**config.mk**
```make
export PLATFORM = sky130hd
export DESIGN_NAME = dma_xfer_engine
export DESIGN_NICKNAME = d
export VERILOG_FILES = /design/src/rtl/dma_xfer_engine.sv
export SDC_FILE = /design/constraint.sdc
export NUM_CORES = 1
export LEC_CHECK = 0
export CORE_AREA = 4 4 116 162
export DETAILED_ROUTE_END_ITERATION = 7
export DIE_AREA = 0 0 120 166
export GPL_TIMING_DRIVEN = 0
export PLACE_DENSITY = 0.64
export REMOVE_ABC_BUFFERS = 1
export SLEW_MARGIN = 25
export SYNTH_ARGS = -nofsm -noshare
export SYNTH_HDL_FRONTEND = slang
export SYNTH_SLANG_ARGS = --single-unit
```
**constraint.sdc**
```tcl
create_clock -name clk -period 3.53 [get_ports clk]
set_clock_uncertainty 0.15 [all_clocks]
set_input_delay 0.5295 -clock clk [delete_from_list [all_inputs] [get_ports clk]]
set_output_delay 0.5295 -clock clk [all_outputs]
set_load 0.02 [all_outputs]
```
**src/rtl/dma_xfer_engine.sv**
```systemverilog
// rtl/dma_xfer_engine.sv - DMA transfer sequencer: latched block copy over a single-outstanding req/ack port
module dma_xfer_engine #(
  parameter int ADDR_W   = 16,
  parameter int DATA_W   = 16,
  parameter int CNT_W    = 16,
  parameter int ADDR_INC = 2
) (
  input  logic              clk,
  input  logic              rst,
  input  logic              start,
  input  logic              abort,
  input  logic [ADDR_W-1:0] cfg_src,
  input  logic [ADDR_W-1:0] cfg_dst,
  input  logic [CNT_W-1:0]  cfg_len,
  output logic              mem_req,
  output logic              mem_we,
  output logic [ADDR_W-1:0] mem_addr,
  output logic [DATA_W-1:0] mem_wdata,
  input  logic [DATA_W-1:0] mem_rdata,
  input  logic              mem_ack,
  output logic              busy,
  output logic              done,
  output logic              aborted,
  output logic [CNT_W-1:0]  remaining
);

  typedef enum logic [1:0] {IDLE, RD, WR} state_t;

  localparam logic [ADDR_W-1:0] INC = ADDR_W'(ADDR_INC);

  state_t            state_q, state_d;
  logic [ADDR_W-1:0] src_q, src_d, dst_q, dst_d, addr_q, addr_d;
  logic [CNT_W-1:0]  cnt_q, cnt_d;
  logic [DATA_W-1:0] wdata_q, wdata_d;
  logic              req_q, req_d, we_q, we_d, busy_q, busy_d;
  logic              done_q, done_d, aborted_q, aborted_d, pend_q, pend_d;
  logic              abort_now;
  logic [ADDR_W-1:0] src_nxt, dst_nxt;

  // An abort arriving in the same cycle as an ack counts as already pending.
  assign abort_now = pend_q | abort;
  assign src_nxt   = src_q + INC;
  assign dst_nxt   = dst_q + INC;

  always_ff @(posedge clk or posedge rst) begin
    if (rst) begin
      state_q   <= IDLE;
      src_q     <= '0;
      dst_q     <= '0;
      addr_q    <= '0;
      cnt_q     <= '0;
      wdata_q   <= '0;
      req_q     <= 1'b0;
      we_q      <= 1'b0;
      busy_q    <= 1'b0;
      done_q    <= 1'b0;
      aborted_q <= 1'b0;
      pend_q    <= 1'b0;
    end else begin
      state_q   <= state_d;
      src_q     <= src_d;
      dst_q     <= dst_d;
      addr_q    <= addr_d;
      cnt_q     <= cnt_d;
      wdata_q   <= wdata_d;
      req_q     <= req_d;
      we_q      <= we_d;
      busy_q    <= busy_d;
      done_q    <= done_d;
      aborted_q <= aborted_d;
      pend_q    <= pend_d;
    end
  end

  always_comb begin
    state_d   = state_q;
    src_d     = src_q;
    dst_d     = dst_q;
    addr_d    = addr_q;
    cnt_d     = cnt_q;
    wdata_d   = wdata_q;
    req_d     = req_q;
    we_d      = we_q;
    busy_d    = busy_q;
    done_d    = 1'b0;
    aborted_d = aborted_q;
    pend_d    = pend_q;
    case (state_q)
      IDLE: begin
        if (start && !abort) begin
          src_d     = cfg_src;
          dst_d     = cfg_dst;
          cnt_d     = cfg_len;
          aborted_d = 1'b0;
          if (cfg_len == '0) begin
            done_d = 1'b1;
          end else begin
            state_d = RD;
            busy_d  = 1'b1;
            req_d   = 1'b1;
            we_d    = 1'b0;
            addr_d  = cfg_src;
          end
        end
      end
      RD: begin
        pend_d = abort_now;
        if (mem_ack) begin
          if (abort_now) begin
            state_d   = IDLE;
            req_d     = 1'b0;
            busy_d    = 1'b0;
            aborted_d = 1'b1;
            pend_d    = 1'b0;
          end else begin
            // The write-data register doubles as the read buffer.
            state_d = WR;
            we_d    = 1'b1;
            addr_d  = dst_q;
            wdata_d = mem_rdata;
          end
        end
      end
      WR: begin
        pend_d = abort_now;
        if (mem_ack) begin
          src_d  = src_nxt;
          dst_d  = dst_nxt;
          cnt_d  = cnt_q - 1'b1;
          we_d   = 1'b0;
          pend_d = 1'b0;
          if (cnt_q == CNT_W'(1)) begin
            state_d = IDLE;
            req_d   = 1'b0;
            busy_d  = 1'b0;
            done_d  = 1'b1;
          end else if (abort_now) begin
            state_d   = IDLE;
            req_d     = 1'b0;
            busy_d    = 1'b0;
            aborted_d = 1'b1;
          end else begin
            state_d = RD;
            addr_d  = src_nxt;
          end
        end
      end
      default: state_d = IDLE;
    endcase
  end

  assign mem_req   = req_q;
  assign mem_we    = we_q;
  assign mem_addr  = addr_q;
  assign mem_wdata = wdata_q;
  assign busy      = busy_q;
  assign done      = done_q;
  assign aborted   = aborted_q;
  assign remaining = cnt_q;

endmodule

```
==> impl_results.md, run 1 <==
* Commonest non-fill, non-tap cell in the layout: clkdlybuf4s50_1
* Crit path kind: flip-flop to flip-flop
* R2R Path End: mem_addr[5]
* Crit Path Max Fanout at 21
* Initial antenna violation count at 0
* Max-slew violations at 0
* Largest area contributor in the netlist: dfrtp_1
* Static leakage at 0.00265 uW
* FF-to-FF path depth at 7
* Final Cycle Share at 93.0%
* Fin. Hold Viols at 0
* Number of synthesized flops with an enable pin at 0
* Post-cts resize count at 0
* Clock latency on the worst-skew pair at 0.35 ns
* Sequential element share of the synthesized area at 43.2%
* Placer Congestion at 0.779
* Slowest cell on crit path: nor2_2
* Clk buf depth at 2
* Drt total wl at 14.8 mm
* CTS tree: yes
* Status: finished clean
* Most frequent cells in the layout: clkdlybuf4s50_1 (121), dfrtp_1 (88), a21oi_1 (70), nand2_1 (46), nor2_1 (40)
* Horiz. Die Dim at 120 microns
* Clock Pin Slew Worst Setup and Hold Paths at 0.08 ns
* Routed WL per cell at 16.5 microns
* Final TNS setup at 0 ns
* Crit-path cells: inv_1 > ha_1 > nor2_1 > o221a_2 > o21ai_1 > nor2_2 > mux2_2
* Largest net degree at the start of global routing at 69
* Vias in the first global route at 4554
* DRT iter0 DRCs at 230
* Post-CTS setup buffer count at 0
* Rows at 57
* Setup Viol. Count Final at 0
* Fmax at 305 MHz
* HPWL Detailed at 10.6 mm
* Hold Path Class: input pin to asynchronous set/reset pin
* Asr flop ratio synth at 100%
* Die area at 19900 sq um
* Post-synthesis register bit count at 88
* Grt total ovfl at 0
* Htree depth at 3
* Initial core utilization at 29.4%
* CTS sink count at 88
* P&R area growth vs syn at 35.2%
* All-Layer GR Usage at 14.9%
* Drt pass-1 iters at 4
* Worst VDD drop at 0.000505 V
* Final non-filler cell total at 894
* Post-synth top flop: dfrtp_1
* Core area at 17300 sq um
* Mapped Avg Cell Area at 9.19 sq um
* Worst R2R Start: state_q[1]
* Drt drc at 0
* Power Density at 1030 nW/um^2
* Cell area after synthesis at 5090 sq um
* Unrepaired setup endpoints after global routing: no
* Critical path endpoint: mem_addr[5]
* First-pass GRT wire length at 24.2 mm
* CP max stage delay at 0.87 ns
* Port buffer count at 121
* CTS Buf Count at 9
* Layout cells sized above 1 at 10.3%
* Die Y at 166 microns
* Vias/cell at 5.08
* Worst Path Arrival at 3.37 ns
* Crit path capture type: flip-flop
* Max_slew headroom at 33.0%
* Via count at 4540
* Post-synthesis cell count at 554
* Critical Path RT at 3.61 ns
* Synth warn at 0
* Max-cap viol count at 0
* Inst Count DP at 878
* Worst reg2reg setup slack at 0.25 ns
* Area contributors post-synth: dfrtp_1 (43%), a21oi_1 (6.9%), mux2_2 (4.4%), nand2_1 (3.4%), o22ai_1 (3.2%)
* Yosys cell types at 57
* Final net count at 730
* I/O pin total at 122
* CTS Hold Bufs at 0
* Crit path from: state_q[1]
* FILL cells at 1720
* DRT antenna net count at 0
* Top-area cell type share of the netlist area at 43.2%
* Slew @ Worst Pin at 1.00 ns
* Final min period at 3.28 ns
* Worst Setup Start Kind: flip-flop
* Antenna diode count at 0
* Clock Tree Root: clkbuf_16
kinds of logic after synthesis:
| logic type | synth area share [%] |
|---|---|
| and+or+nand+nor | 17.5 |
| DFF | 43.2 |
| xor gates and xnor gates | 1.89 |
| muxes | 9.73 |
| AOI/OAI and AO/OA | 21.2 |
| buffers and inverters | 4.54 |
| adders and majority gates | 1.97 |
final cells by class:
type                       count  area, sq um  area share (%)
sequential                    88         2200            32.0
tap                          236          295            4.29
inverter                      19         76.3            1.11
clock inverter                 7         82.6            1.20
clock buffer                   9          225            3.27
multi-input combinational    410         2680            39.0
timing repair buffer         125         1320            19.2
synth_stat cells, types with 6 or more instances:
cell       count
mux2_2        20
buf_2          8
o21ai_0       30
nor2_1        40
mux2i_1       12
o22ai_1       26
nand2_1       46
a22oi_1        6
clkbuf_1      18
a2bb2oi_1      8
ha_1           8
o22a_1         6
a21oi_1       70
a31oi_1        6
nand4_1       12
xnor2_1        6
nor3_1         6
inv_1         19
mux2_4        10
nand3_1       25
dfrtp_1       88
buf_1          9
worst max-delay path: cells and delay by family, from the launching register on:
family | cells | cell delay [ns]
simple gates | 2 | 1.12
fa+ha+maj | 1 | 0.49
buf+inv | 1 | 0.10
compound gates | 2 | 0.48
flops | 1 | 0.41
mux | 1 | 0.42
worst min path at each step:
| stage | slack, ns | to | startpoint | cells after the start |
|---|---|---|---|---|
| global placement | 0.32 | mem_we | mem_we | 1 |
| finish | 0.34 | mem_wdata[0] | rst | 2 |
| global route | 0.35 | mem_wdata[13] | rst | 2 |
| detailed placement | 0.34 | mem_we | mem_we | 1 |
| CTS | 0.34 | mem_wdata[13] | rst | 2 |
| floorplan | 0.32 | dst_q[0] | dst_q[0] | 1 |
state kept, by name (all words and copies together), names as in the netlist:
signal	count
mem_req	1
done	1
aborted	1
remaining	16
mem_wdata	16
state_q	2
busy	1
mem_addr	16
src_q	16
mem_we	1
pend_q	1
dst_q	16
layer usage:
metal | up-vias | part of all wire [%] | track usage [%]
li1 | 2252 | - | -
met1 | 2168 | 42 | 18.5
met2 | 101 | 51 | 25.5
met3 | 19 | 4.4 | 3.30
met4 | 0 | 2.2 | 5.33
met5 | - | 0 | 0
through the flow:
step	hold slack, ns	utilization [%]	worst slack [ns]	instance area [sq um]	total power [uW]
floorplan	0.317	-	-1.35	4930	4550
global placement	0.325	37.2	-3.52	6440	5890
detailed placement	0.337	38.0	0.221	6580	6080
CTS	0.339	39.7	0.248	6890	7120
global route	0.352	39.7	0.0177	6890	7620
finish	0.335	39.7	0.246	6890	7060
where the power goes:
part / switching, uW / leakage (uW) / total (uW) / internal (uW)
clock: 453 / 0.000152 / 1020 / 565
sequential: 538 / 0.00103 / 2080 / 1540
combinational: 2090 / 0.00148 / 3970 / 1870
Note: power is estimated with default switching activity, not from simulation.
==> inputs of run 2 (changes only) <==
- CORE_AREA: 4 4 116 162 -> 4 4 161 117
- DIE_AREA: 0 0 120 166 -> 0 0 165 121
==> run 2 against run 1 <==
  * Register-to-register slack is essentially flat
  * Critical endpoint is now mem_addr[4]
  * Combinational power is essentially flat
  * Clock power shrank 6%
  * First-iteration DRC count grew 46%
  * Largest power group unchanged
  * Global-route usage grew 0.43 points
==> impl_results.md, run 2 (synthesis results as in run 1) <==
* Status: finished clean
* Final Cycle Share at 92.9% (-0.17 points)
* Port buffer count at 121 (unchanged)
* Crit Path Max Fanout at 21 (unchanged)
* Horiz. Die Dim at 165 microns (+38%)
* Worst VDD drop at 0.000436 V (-14%)
* Post-cts resize count at 1 (+1)
* Crit path capture type: flip-flop
* First-pass GRT wire length at 24.3 mm (+0.40%)
* Critical Path RT at 3.61 ns (about the same)
* FF-to-FF path depth at 7 (unchanged)
* Htree depth at 3 (unchanged)
* Placer Congestion at 0.813 (+4.4%)
* Final non-filler cell total at 894 (unchanged)
* Via count at 4620 (+1.8%)
* Core area at 17500 sq um (+0.94%)
* HPWL Detailed at 10.7 mm (+1.1%)
* R2R Path End: mem_addr[4]
* Rows at 41 (-28%)
* Vias in the first global route at 4484 (-1.5%)
* Max-slew violations at 0 (unchanged)
* Setup Viol. Count Final at 0 (unchanged)
* Clock latency on the worst-skew pair at 0.35 ns (about the same)
* Crit path kind: flip-flop to flip-flop
* Drt drc at 0 (unchanged)
* Fin. Hold Viols at 0 (unchanged)
* Layout cells sized above 1 at 10.3% (unchanged)
* Die Y at 121 microns (-27%)
* Power Density at 1020 nW/um^2 (-0.33%)
* Die area at 20000 sq um (+0.23%)
* Max-cap viol count at 0 (unchanged)
* Static leakage at 0.00263 uW (-0.85%)
* DRT antenna net count at 0 (unchanged)
* Critical path endpoint: mem_addr[4]
* Routed WL per cell at 16.8 microns (+1.8%)
* Clock Pin Slew Worst Setup and Hold Paths at 0.08 ns (about the same)
* CTS Hold Bufs at 0 (unchanged)
* CTS tree: yes
* Largest net degree at the start of global routing at 62 (-10%)
* Worst Path Arrival at 3.36 ns (about the same)
* DRT iter0 DRCs at 335 (+46%)
* Final setup margin at 0.252 ns (+0.00610 ns)
* Unrepaired setup endpoints after global routing: no
* Most frequent cells in the layout: clkdlybuf4s50_1 (121), dfrtp_1 (88), a21oi_1 (70), nand2_1 (46), nor2_1 (40)
* Drt pass-1 iters at 5 (+1)
* I/O pin total at 122 (unchanged)
* Post-Place Setup Slack at -0.214 ns (-0.435 ns)
* Worst Setup Start Kind: flip-flop
* Hold Path Class: flip-flop to flip-flop
* Slew @ Worst Pin at 0.982 ns (-0.0223 ns)
* Vias/cell at 5.17 (+1.8%)
* All-Layer GR Usage at 15.4% (+0.43 points)
* Antenna diode count at 0 (unchanged)
* P&R area growth vs syn at 34.4%
* Inst Count DP at 878 (unchanged)
* Crit path from: state_q[1]
* Drt total wl at 15.0 mm (+1.8%)
* Initial core utilization at 29.1% (-0.27 points)
* Worst reg2reg setup slack at 0.25 ns (about the same)
* Final min period at 3.28 ns (-0.00610 ns)
* Total power at 7000 uW (-0.91%)
* Fmax at 305 MHz (+0.19%)
* Post-CTS setup buffer count at 0 (unchanged)
* Max_slew headroom at 34.5% (+1.5 points)
* Final net count at 730 (unchanged)
* Clock Tree Root: clkbuf_16
* Initial antenna violation count at 1 (+1)
* Commonest non-fill, non-tap cell in the layout: clkdlybuf4s50_1
* CTS Buf Count at 9 (unchanged)
* Clk buf depth at 2 (unchanged)
* CTS sink count at 88 (unchanged)
* Grt total ovfl at 0 (unchanged)
* Worst R2R Start: state_q[1]
run 2: cell count changes in the layout (fill, tap and decap cells not counted):
cell,delta
buf_12,+1
inv_8,+3
bufinv_16,-1
inv_6,-5
clkinvlp_4,+2
buf_8,+1
clkinv_2,+1
buf_16,-2
run 2: power breakdown:
group	switching [uW]	internal, uW	leakage [uW]
Combinational	2110	1850	0.00147
Sequential	547	1540	0.00103
Clock	464	495	0.000138
Total	3120	3880	0.00263
run 2: cell type report:
cell class                      instances  area, sq um
Clock buffer                            9          225
Fill cell                            1711        10600
Sequential cell                        88         2200
Tap cell                              236          295
Timing Repair Buffer                  125         1300
Inverter                               19         76.3
Multi-Input combinational cell        410         2680
Clock inverter                          7         62.6
run 2: how the worst min path moves through the flow:
stage	from	to	slack, ns	cells after the start
2_1_floorplan	dst_q[0]	dst_q[0]	0.32	1
3_3_place_gp	mem_we	mem_we	0.33	1
3_5_place_dp	dst_q[0]	dst_q[0]	0.34	1
4_1_cts	mem_we	mem_we	0.36	1
5_1_grt	mem_req	mem_req	0.37	1
6_report	mem_we	mem_we	0.35	1
run 2: stage by stage:
step	hold WS [ns]	TNS [ns]	instance area, sq um	utilization, %
2_1_floorplan	0.317	-48.14	4930	-
5_1_grt	0.371	0	6850	39.1
4_1_cts	0.357	0	6850	39.1
3_5_place_dp	0.340	-2.67	6560	37.5
3_3_place_gp	0.326	-256.62	6440	36.8
6_report	0.350	0	6850	39.1
run 2: layer usage:
layer  GRT usage, %  vias up  part of all wire, %
met4           3.06        2                 0.64
met2           22.1      144                   42
met5              0        -                0.053
met1           22.8     2222                   49
li1               -     2243                    -
met3           4.75        9                  8.5
run 2: worst max-delay path, cell delays in order, from the launching register on:
cell and delay (ns):
dfrtp_1 0.41, inv_1 0.10, ha_1 0.49, nor2_1 0.26, o221a_2 0.23, o21ai_1 0.25
nor2_2 0.85, mux2_2 0.42
